===== src/rtl/serial_adder.sv =====
// serial_adder: WIDTH-bit add/subtract processed DIGIT bits per clock through a DIGIT-bit ripple chain.
// Latency: done pulses in the cycle after accepting edge + N (N = WIDTH/DIGIT).
// Backpressure: start is taken only in IDLE/DONE; starts during RUN are dropped, not queued.
// Optional feature: define SERIAL_ADDER_OVF_EN to add the registered signed-overflow output ovf.
module serial_adder #(
    parameter int WIDTH = 8,
    parameter int DIGIT = 1
) (
    input  logic             clk,
    input  logic             rst,
    input  logic             start,
    input  logic             sub,
    input  logic [WIDTH-1:0] a,
    input  logic [WIDTH-1:0] b,
    input  logic             cin,
    output logic             busy,
    output logic             done,
    output logic [WIDTH-1:0] s,
    output logic             cout
`ifdef SERIAL_ADDER_OVF_EN
    ,
    output logic             ovf
`endif
);

    localparam int N  = WIDTH / DIGIT;
    localparam int CW = (N > 1) ? $clog2(N) : 1;

    typedef enum logic [1:0] {
        IDLE = 2'd0,
        RUN  = 2'd1,
        DONE = 2'd2
    } state_t;

    generate
        if ((WIDTH % DIGIT) != 0 || N < 1) begin : g_bad_cfg
            $error("serial_adder: WIDTH must be a positive multiple of DIGIT");
        end
    endgenerate

    state_t           state_q, state_d;
    logic [CW-1:0]    cnt_q, cnt_d;
    logic [WIDTH-1:0] a_q, a_d;
    logic [WIDTH-1:0] b_q, b_d;
    logic             carry_q, carry_d;
    logic [WIDTH-1:0] s_q, s_d;
    logic             cout_q, cout_d;
`ifdef SERIAL_ADDER_OVF_EN
    logic             ovf_q, ovf_d;
`endif

    logic [DIGIT-1:0] a_dig;
    logic [DIGIT-1:0] b_dig;
    logic [DIGIT:0]   sum;
    logic             last_dig;

    // Operands are shifted right each RUN edge, so the current digit always sits at the bottom.
    assign a_dig    = a_q[DIGIT-1:0];
    assign b_dig    = b_q[DIGIT-1:0];
    assign sum      = {1'b0, a_dig} + {1'b0, b_dig} + {{DIGIT{1'b0}}, carry_q};
    assign last_dig = (cnt_q == CW'(N - 1));

    // Next-state, datapath and result update for the IDLE -> RUN -> DONE sequence.
    always_comb begin
        state_d = state_q;
        cnt_d   = cnt_q;
        a_d     = a_q;
        b_d     = b_q;
        carry_d = carry_q;
        s_d     = s_q;
        cout_d  = cout_q;
`ifdef SERIAL_ADDER_OVF_EN
        ovf_d   = ovf_q;
`endif
        case (state_q)
            IDLE, DONE: begin
                state_d = IDLE;
                if (start) begin
                    // Subtract inverts b only; cin passes straight through, so sub=1
                    // yields a-b-(~cin) and cin behaves as an active-low borrow-in.
                    a_d     = a;
                    b_d     = b ^ {WIDTH{sub}};
                    carry_d = cin;
                    cnt_d   = '0;
                    s_d     = '0;
                    cout_d  = 1'b0;
`ifdef SERIAL_ADDER_OVF_EN
                    ovf_d   = 1'b0;
`endif
                    state_d = RUN;
                end
            end
            RUN: begin
                a_d     = a_q >> DIGIT;
                b_d     = b_q >> DIGIT;
                carry_d = sum[DIGIT];
                for (int i = 0; i < N; i++) begin
                    if (cnt_q == CW'(i)) begin
                        s_d[i*DIGIT +: DIGIT] = sum[DIGIT-1:0];
                    end
                end
                cnt_d = cnt_q + CW'(1);
                if (last_dig) begin
                    cnt_d   = '0;
                    cout_d  = sum[DIGIT];
`ifdef SERIAL_ADDER_OVF_EN
                    // Carry into the MSB recovered from the MSB sum bit and its operands.
                    ovf_d   = sum[DIGIT] ^ (a_dig[DIGIT-1] ^ b_dig[DIGIT-1] ^ sum[DIGIT-1]);
`endif
                    state_d = DONE;
                end
            end
            default: state_d = IDLE;
        endcase
    end

    // State and datapath registers with synchronous active-high reset.
    always_ff @(posedge clk) begin
        if (rst) begin
            state_q <= IDLE;
            cnt_q   <= '0;
            a_q     <= '0;
            b_q     <= '0;
            carry_q <= 1'b0;
            s_q     <= '0;
            cout_q  <= 1'b0;
`ifdef SERIAL_ADDER_OVF_EN
            ovf_q   <= 1'b0;
`endif
        end else begin
            state_q <= state_d;
            cnt_q   <= cnt_d;
            a_q     <= a_d;
            b_q     <= b_d;
            carry_q <= carry_d;
            s_q     <= s_d;
            cout_q  <= cout_d;
`ifdef SERIAL_ADDER_OVF_EN
            ovf_q   <= ovf_d;
`endif
        end
    end

    assign busy = (state_q == RUN);
    assign done = (state_q == DONE);
    assign s    = s_q;
    assign cout = cout_q;
`ifdef SERIAL_ADDER_OVF_EN
    assign ovf  = ovf_q;
`endif

endmodule


===== config.mk =====
export PLATFORM = sky130hd
export DESIGN_NAME = serial_adder
export DESIGN_NICKNAME = d
export VERILOG_FILES = /design/src/rtl/serial_adder.sv
export SDC_FILE = /design/constraint.sdc
export NUM_CORES = 1
export LEC_CHECK = 0
export CORE_ASPECT_RATIO = 0.5
export CORE_MARGIN = 2
export CORE_UTILIZATION = 54
export DETAILED_ROUTE_END_ITERATION = 10
export GPL_TIMING_DRIVEN = 0
export HOLD_SLACK_MARGIN = 0.1
export PLACE_DENSITY = 0.88
export SKIP_LAST_GASP = 1
export SLEW_MARGIN = 20
export SYNTH_ARGS = -nofsm -noshare
export SYNTH_HDL_FRONTEND = slang
export SYNTH_SLANG_ARGS = --single-unit

===== constraint.sdc =====
create_clock -name clk -period 4.5 [get_ports clk]
set_input_delay 0.45 -clock clk [delete_from_list [all_inputs] [get_ports clk]]
set_output_delay 0.45 -clock clk [all_outputs]
set_load 0.02 [all_outputs]

==> metrics.md, run 1 <==
| Metric | Value |
|---|---|
| Setup TNS | `0 ps` |
| Residual DRC count | `0` |
| Final period util | `0.491` |
| FF-to-FF path depth | `5` |
| Worst path arrival time | `1760 ps` |
| Post-DP HPWL | `2410 um` |
| TritonCTS clock tree | `yes` |
| Die W | `79.1 um` |
| CTS Root Cell | `clkbuf_8` |
| Worst r2r dst | `s[5]` |
| Pins Over Slew Limit | `0` |
| Hold Path Sink | `a_q[7]` |
| Crit path max fanout | `10` |
| Total Wirelength | `3410 um` |
| CTS clk-pin slew, worst paths | `60 ps` |
| Gp weighted congestion | `0.762` |
| Max-cap viol count | `0` |
| Synthesized Nets | `198` |
| Overall via count from detail_route | `1373` |
| Longest Clk Path Bufs | `2` |
| CP Data Required Time | `4050 ps` |
| # diodes | `0` |
| Outcome | `finished, final reports clean` |
| Crit Path Class | `reg -> out` |
| Ys Warns | `0` |
| H-tree depth | `2` |
| Starting Density | `0.577` |
| Post-synthesis cell type count | `33` |
| IO buf count | `29` |
| Cell Pwr Density | `321 nW/um^2` |
| # nets final | `234` |
| Cts hold-fix bufs | `0` |
| DR WL/cell | `14.0 um` |
| Number of synthesized register bits | `31` |
| Final Worst Setup Slack | `2290 ps` |
| Dpl ws | `2590 ps` |
| Reg2reg start | `a_q[0]` |
| Rel. slew slack | `0.688` |
| CTS Buf Count | `5` |
| Seq/Total Area, Yosys | `0.408` |
| Setup Viol. Count Final | `0` |
| Synth area leader | `dfxtp_1` |
| CP startpoint kind | `flop` |
| Vias in the first global route | `1252` |
| Synth Cell Area | `1520 um^2` |
| Largest net degree at the start of global routing | `11` |
| Hold Path Depth | `2` |
| Post-CTS Setup Bufs | `0` |
| Via-to-Cell Ratio | `5.65` |
| Layout area overhead | `27.9%` |
| Synth Instances | `170` |
| GRT Resource Usage Total | `0.219` |
| Crit path time final | `2210 ps` |
| Slew @ Worst Pin | `468 ps` |
| Final count of hold timing violations | `0` |
| DR pass1 iterations | `5` |
| Hold path startpoint | `a_q[7]` |
| Top cell type's share of synthesized area | `0.408` |
| Synth area leaders | `dfxtp_1 (41%), nand3_1 (9.5%), a21oi_1 (7.2%), a22oi_1 (6.9%), ha_1 (4.9%)` |
| RSZ-0062 raised after global routing | `false` |
| Worst setup EP type | `output pin` |
| Remaining global-route overflow | `0` |
| Total power | `625 uW` |
| First-pass GRT wire length | `5630 um` |
| TritonCTS Sinks | `31` |
| IR drop worst, VDD | `0.222 mV` |
| Layout cells sized above 1 | `0.102` |
| Die height | `41.5 um` |
| Worst Skew | `5.21 ps` |
| Core Region | `2640 um^2` |
| Mean post-synth cell area | `8.95 um^2` |
| Row Count | `13` |
| Worst R2R Setup Slack | `2890 ps` |
| Worst-Skew Late Latency | `280 ps` |
| Routed Antenna Nets | `0` |
| LEAKAGE | `0.755 nW` |
| Post-cts sizing count | `0` |
| FMAX | `453 MHz` |
| Hold Crit Class | `reg -> reg` |
| Initial antenna violation count | `0` |
| Die area | `3280 um^2` |
| IO Count | `32` |
| DRT iter0 DRCs | `67` |
-- Yosys cell counts --
cell type / number
a21oi_1: 22
a22oi_1: 14
a2bb2oi_1: 1
a31oi_1: 1
and2b_1: 1
and3_1: 1
buf_2: 5
buf_4: 2
buf_6: 2
buf_8: 1
clkbuf_1: 4
clkbuf_2: 1
dfxtp_1: 31
fa_1: 1
ha_1: 6
inv_1: 8
inv_8: 1
mux2i_1: 6
nand2_1: 5
nand2b_1: 3
nand3_1: 29
nand3_2: 1
nand3b_1: 1
nor2_1: 2
nor2b_1: 5
nor3b_1: 1
nor4b_1: 1
o211ai_1: 1
o21a_1: 1
o21ai_0: 2
or2_2: 1
or3_1: 1
xor2_1: 8
-- stage by stage --
step | std cells | hold slack (ps) | area, um^2 | util
finish | 243 | 469 | 1950 | 0.738
global route | 243 | 487 | 1950 | 0.738
CTS | 243 | 470 | 1950 | 0.738
detailed placement | 236 | 461 | 1860 | 0.705
global placement | 236 | 454 | 1860 | 0.705
floorplan | 170 | 444 | 1520 | -
-- final cells by class --
| cell class | instances | area (um^2) |
|---|---|---|
| buffer | 15 | 97.6 |
| tap | 37 | 46.3 |
| multi-input combinational | 115 | 762 |
| inverter | 9 | 41.3 |
| clock inverter | 1 | 5.00 |
| sequential | 31 | 621 |
| timing repair buffer | 29 | 290 |
| fill | 215 | 689 |
| clock buffer | 6 | 82.6 |
-- layer usage --
metal  track usage  vias up  part of all wire
met2         0.373       51              0.49
met1         0.265      650              0.43
met4        0.0793        0             0.016
met5             0        -                 0
met3        0.0674        7             0.073
li1              -      665                 -
-- worst max-delay path: stages (launching register included) --
cell	delay [ps]
dfxtp_1	420
nand2b_1	90
buf_6	150
inv_8	70
buf_6	130
clkdlybuf4s50_1	600
-- placed cells by master, fill, tap and decap left out, types with 2 or more instances in the layout --
cell	count
nand2b_1	3
mux2i_1	6
a22oi_1	14
buf_6	2
clkdlybuf4s50_1	29
nand3_1	29
buf_4	2
dfxtp_1	31
nor2_1	2
xor2_1	8
nor2b_1	5
a21oi_1	22
o21ai_0	2
inv_1	8
ha_1	6
clkbuf_8	6
nand2_1	5
buf_2	5
clkbuf_1	4
-- state kept, by name, indices dropped and copies added, names as in the netlist --
| name | flops |
|---|---|
| cnt_q | 3 |
| a_q | 8 |
| cout | 1 |
| b_q | 8 |
| state_q | 2 |
| s | 8 |
| carry_q | 1 |
-- report_power, final --
group | total, mW | switching (mW) | internal (mW)
sequential | 0.297 | 0.00880 | 0.288
clock | 0.223 | 0.103 | 0.120
combinational | 0.104 | 0.0550 | 0.0492
total | 0.625 | 0.167 | 0.457
-- cell families (layout without fill, tap and decap cells) --
kind of cell             count (synthesis)  count (layout)  synth area share
AO/OA/AOI/OAI                           42              42             0.168
XOR/XNOR                                 8               8            0.0461
multiplexers                             6               6            0.0395
flip-flops                              31              31             0.408
AND/OR/NAND/NOR                         52              52             0.185
adder cells (fa/ha/maj)                  7               7            0.0625
buffers and inverters                   24              60            0.0913
-- how the worst max path moves through the flow --
stage / start / to / cells past startpoint
after floorplan: a_q[0] / s[0] / 5
after global placement: state_q[0] / busy / 5
after detailed placement: state_q[0] / busy / 5
after CTS: state_q[0] / busy / 5
after global routing: state_q[0] / busy / 5
final: state_q[0] / busy / 5
(Power assumes the default switching activity.)
==> run 2, diff against run 1 <==
- CORE_UTILIZATION: 54 -> 45
- PLACE_DENSITY: 0.88 -> 0.79
- clock period: 4.5 -> 2 ns (I/O delays scaled with it)
==> run 2 against run 1 <==
  * Clock skew down 1.1 ps
  * Die area up 18%
  * Setup slack worse by 1900 ps
  * Clock power up 120%
  * Critical path depth unchanged
  * Core utilization down 11 points
  * Via count down 3.9%
  * Clock-buffer cell count unchanged
  * Sequential power up 120%
  * Global-route usage down 2.8 points
  * Critical path type is now reg -> reg
  * Largest cell class unchanged
  * Largest power group unchanged
==> metrics.md, run 2 (synthesis gave the netlist of run 1 again) <==
| Metric | Value |
|---|---|
| LEAKAGE | `0.769 nW (was 0.755 nW)` |
| Worst r2r dst | `s[5] (unchanged)` |
| Worst setup EP type | `flop (was output pin)` |
| Post-cts sizing count | `0 (unchanged)` |
| Worst Skew | `4.06 ps (was 5.21 ps)` |
| Die height | `45.1 um (was 41.5 um)` |
| Max-cap viol count | `0 (unchanged)` |
| Crit path time final | `1610 ps` |
| CP Data Required Time | `2210 ps (was 4050 ps)` |
| Final period util | `0.807` |
| GRT Resource Usage Total | `0.192 (was 0.219)` |
| Die W | `86.2 um (was 79.1 um)` |
| Hold Path Sink | `b_q[1] (was a_q[7])` |
| Switching share of power | `0.264 (was 0.268)` |
| DR WL/cell | `13.7 um (was 14.0 um)` |
| Worst R2R Setup Slack | `390 ps (was 2890 ps)` |
| Dpl ws | `367 ps (was 2590 ps)` |
| Top Family by Delay on Critical Path | `adder cells (was buffers and inverters)` |
| Reg2reg start | `a_q[0] (unchanged)` |
| Layout cells sized above 1 | `0.102 (unchanged)` |
| Sequential Area | `621 um^2 (unchanged)` |
| CTS Root Cell | `clkbuf_8 (unchanged)` |
| CTS clk-pin slew, worst paths | `60 ps (about the same)` |
| Setup Viol. Count Final | `0 (unchanged)` |
| Post-DP HPWL | `2390 um (was 2410 um)` |
| Routed Antenna Nets | `0 (unchanged)` |
| Slew @ Worst Pin | `478 ps (was 468 ps)` |
| Crit-path cells | `inv_1 > fa_1 > or2_2 > clkbuf_1 > mux2i_1 (was nand2b_1 > buf_6 > inv_8 > buf_6 > clkdlybuf4s50_1)` |
| TritonCTS clock tree | `yes (unchanged)` |
| Footprint of the multi-input gates | `762 um^2 (unchanged)` |
| Comb pwr share | `0.168 (was 0.167)` |
| Slowest CP cell | `fa_1 (was clkdlybuf4s50_1)` |
| TritonCTS Sinks | `31 (unchanged)` |
| Start point of the critical path | `a_q[0] (was state_q[0])` |
| # diodes | `0 (unchanged)` |
| Overall via count from detail_route | `1319 (was 1373)` |
| DRT iter0 DRCs | `71 (was 67)` |
| Most frequent cells in the layout | `dfxtp_1 (31), nand3_1 (29), clkdlybuf4s50_1 (28) (was dfxtp_1 (31), nand3_1 (29), clkdlybuf4s50_1 (29))` |
| # nets final | `234 (unchanged)` |
| Outcome | `finished, final reports clean (unchanged)` |
| FMAX | `619 MHz` |
| Max incr delay on CP | `520 ps (was 600 ps)` |
| Final count of hold timing violations | `0 (unchanged)` |
| Switching power total | `368 uW (was 167 uW)` |
| Hold Path Depth | `2 (unchanged)` |
| Cts hold-fix bufs | `0 (unchanged)` |
| IO buf count | `29 (unchanged)` |
| CP startpoint kind | `flop (unchanged)` |
| First-pass GRT wire length | `5670 um (was 5630 um)` |
| Post-CTS Setup Bufs | `0 (unchanged)` |
| Final Worst Setup Slack | `385 ps (was 2290 ps)` |
| DR pass1 iterations | `4 (was 5)` |
| Worst-Skew Late Latency | `280 ps (about the same)` |
| Cell Pwr Density | `716 nW/um^2 (was 321 nW/um^2)` |
| Die area | `3890 um^2 (was 3280 um^2)` |
| Remaining global-route overflow | `0 (unchanged)` |
| FF-to-FF path depth | `5 (unchanged)` |
| Rel. slew slack | `0.681 (was 0.688)` |
| Crit path max fanout | `6 (was 10)` |
| IR drop worst, VDD | `0.339 mV (was 0.222 mV)` |
| Filler cells | `255 (was 215)` |
| Largest net degree at the start of global routing | `11 (unchanged)` |
| H-tree depth | `2 (unchanged)` |
| Pins Over Slew Limit | `0 (unchanged)` |
| Vias in the first global route | `1266 (was 1252)` |
| RSZ-0062 raised after global routing | `false (unchanged)` |
| Clk pwr share | `0.354 (was 0.357)` |
| Longest Clk Path Bufs | `2 (unchanged)` |
| Gp weighted congestion | `0.751 (was 0.762)` |
| Register share of total power | `0.478 (was 0.476)` |
| Crit Path Class | `reg -> reg (was reg -> out)` |
| CP Buf/Inv Count | `2 (was 4)` |
| Internal power | `1.03 mW (was 457 uW)` |
| Layout area overhead | `28.3% (was 27.9%)` |
| Hold Crit Class | `in -> reg (was reg -> reg)` |
| Via-to-Cell Ratio | `5.36 (was 5.65)` |
| Residual DRC count | `0 (unchanged)` |
| Total Wirelength | `3360 um (was 3410 um)` |
| IO Count | `32 (unchanged)` |
| Setup TNS | `0 ps (unchanged)` |
| Row Count | `14 (was 13)` |
| CTS Buf Count | `5 (unchanged)` |
| Hold path startpoint | `rst (was a_q[7])` |
| Core Region | `3120 um^2 (was 2640 um^2)` |
| Worst path arrival time | `1820 ps (was 1760 ps)` |
| Most common cell after layout, fill and taps aside | `dfxtp_1 (unchanged)` |
| Initial antenna violation count | `0 (unchanged)` |
| Starting Density | `0.488 (was 0.577)` |
==> run 2: changes by cell type in the layout (fill, tap and decap cells not counted), sizes merged <==
cell | before | now
clkdlybuf4s50 | 29 | 28
dlymetal6s2s | 0 | 1
==> run 2: worst max-delay path by stage <==
stage | to | slack (ps) | depth (start not counted)
after detailed placement | busy | 370 | 5
after floorplan | s[0] | 550 | 5
final | s[5] | 390 | 5
after global placement | busy | 390 | 5
after CTS | busy | 70 | 5
after global routing | s[5] | 310 | 5
==> run 2: layout make-up <==
cell class | instances | share of cell area
multi-input cells | 115 | 0.390
inverters | 9 | 0.0212
plain buffers | 15 | 0.0500
flip-flops and latches | 31 | 0.318
well taps | 40 | 0.0256
repair buffers | 29 | 0.150
clock buffers | 6 | 0.0423
clock inverters | 1 | 0.00256
==> run 2: routing by layer <==
layer	share of wire	track usage	vias up	wire, um
met2	0.46	0.312	36	1560
li1	-	-	666	-
met3	0.046	0.0567	2	153
met4	0.0018	0.0719	0	6
met5	0	0	-	0
met1	0.49	0.247	615	1640
==> run 2: worst reg2reg max path, delay by kind of cell (launching register included) <==
kind / cells / cell delay [ps]
buffers and inverters: 2 / 230
and+or+nand+nor: 1 / 310
muxes: 1 / 160
adders and majority gates: 1 / 520
DFF: 1 / 330
==> run 2: power by group through the flow <==
stage	clock [mW]	sequential (mW)	combinational, mW
3_5_place_dp	0	0.681	0.235
5_1_grt	0.531	0.670	0.259
6_report	0.495	0.667	0.234
2_1_floorplan	0	0.678	0.152
4_1_cts	0.504	0.667	0.236
3_3_place_gp	0	0.679	0.229
==> run 2: stage by stage <==
| step | area, um^2 | utilization | std cells | hold WS (ps) | total power [mW] |
|---|---|---|---|---|---|
| after floorplan | 1520 | - | 170 | 336 | 0.830 |
| final | 1950 | 0.626 | 246 | 273 | 1.40 |
| after CTS | 1950 | 0.625 | 246 | 272 | 1.41 |
| after global placement | 1860 | 0.597 | 239 | 454 | 0.909 |
| after global routing | 1950 | 0.626 | 246 | 316 | 1.46 |
| after detailed placement | 1860 | 0.597 | 239 | 460 | 0.916 |
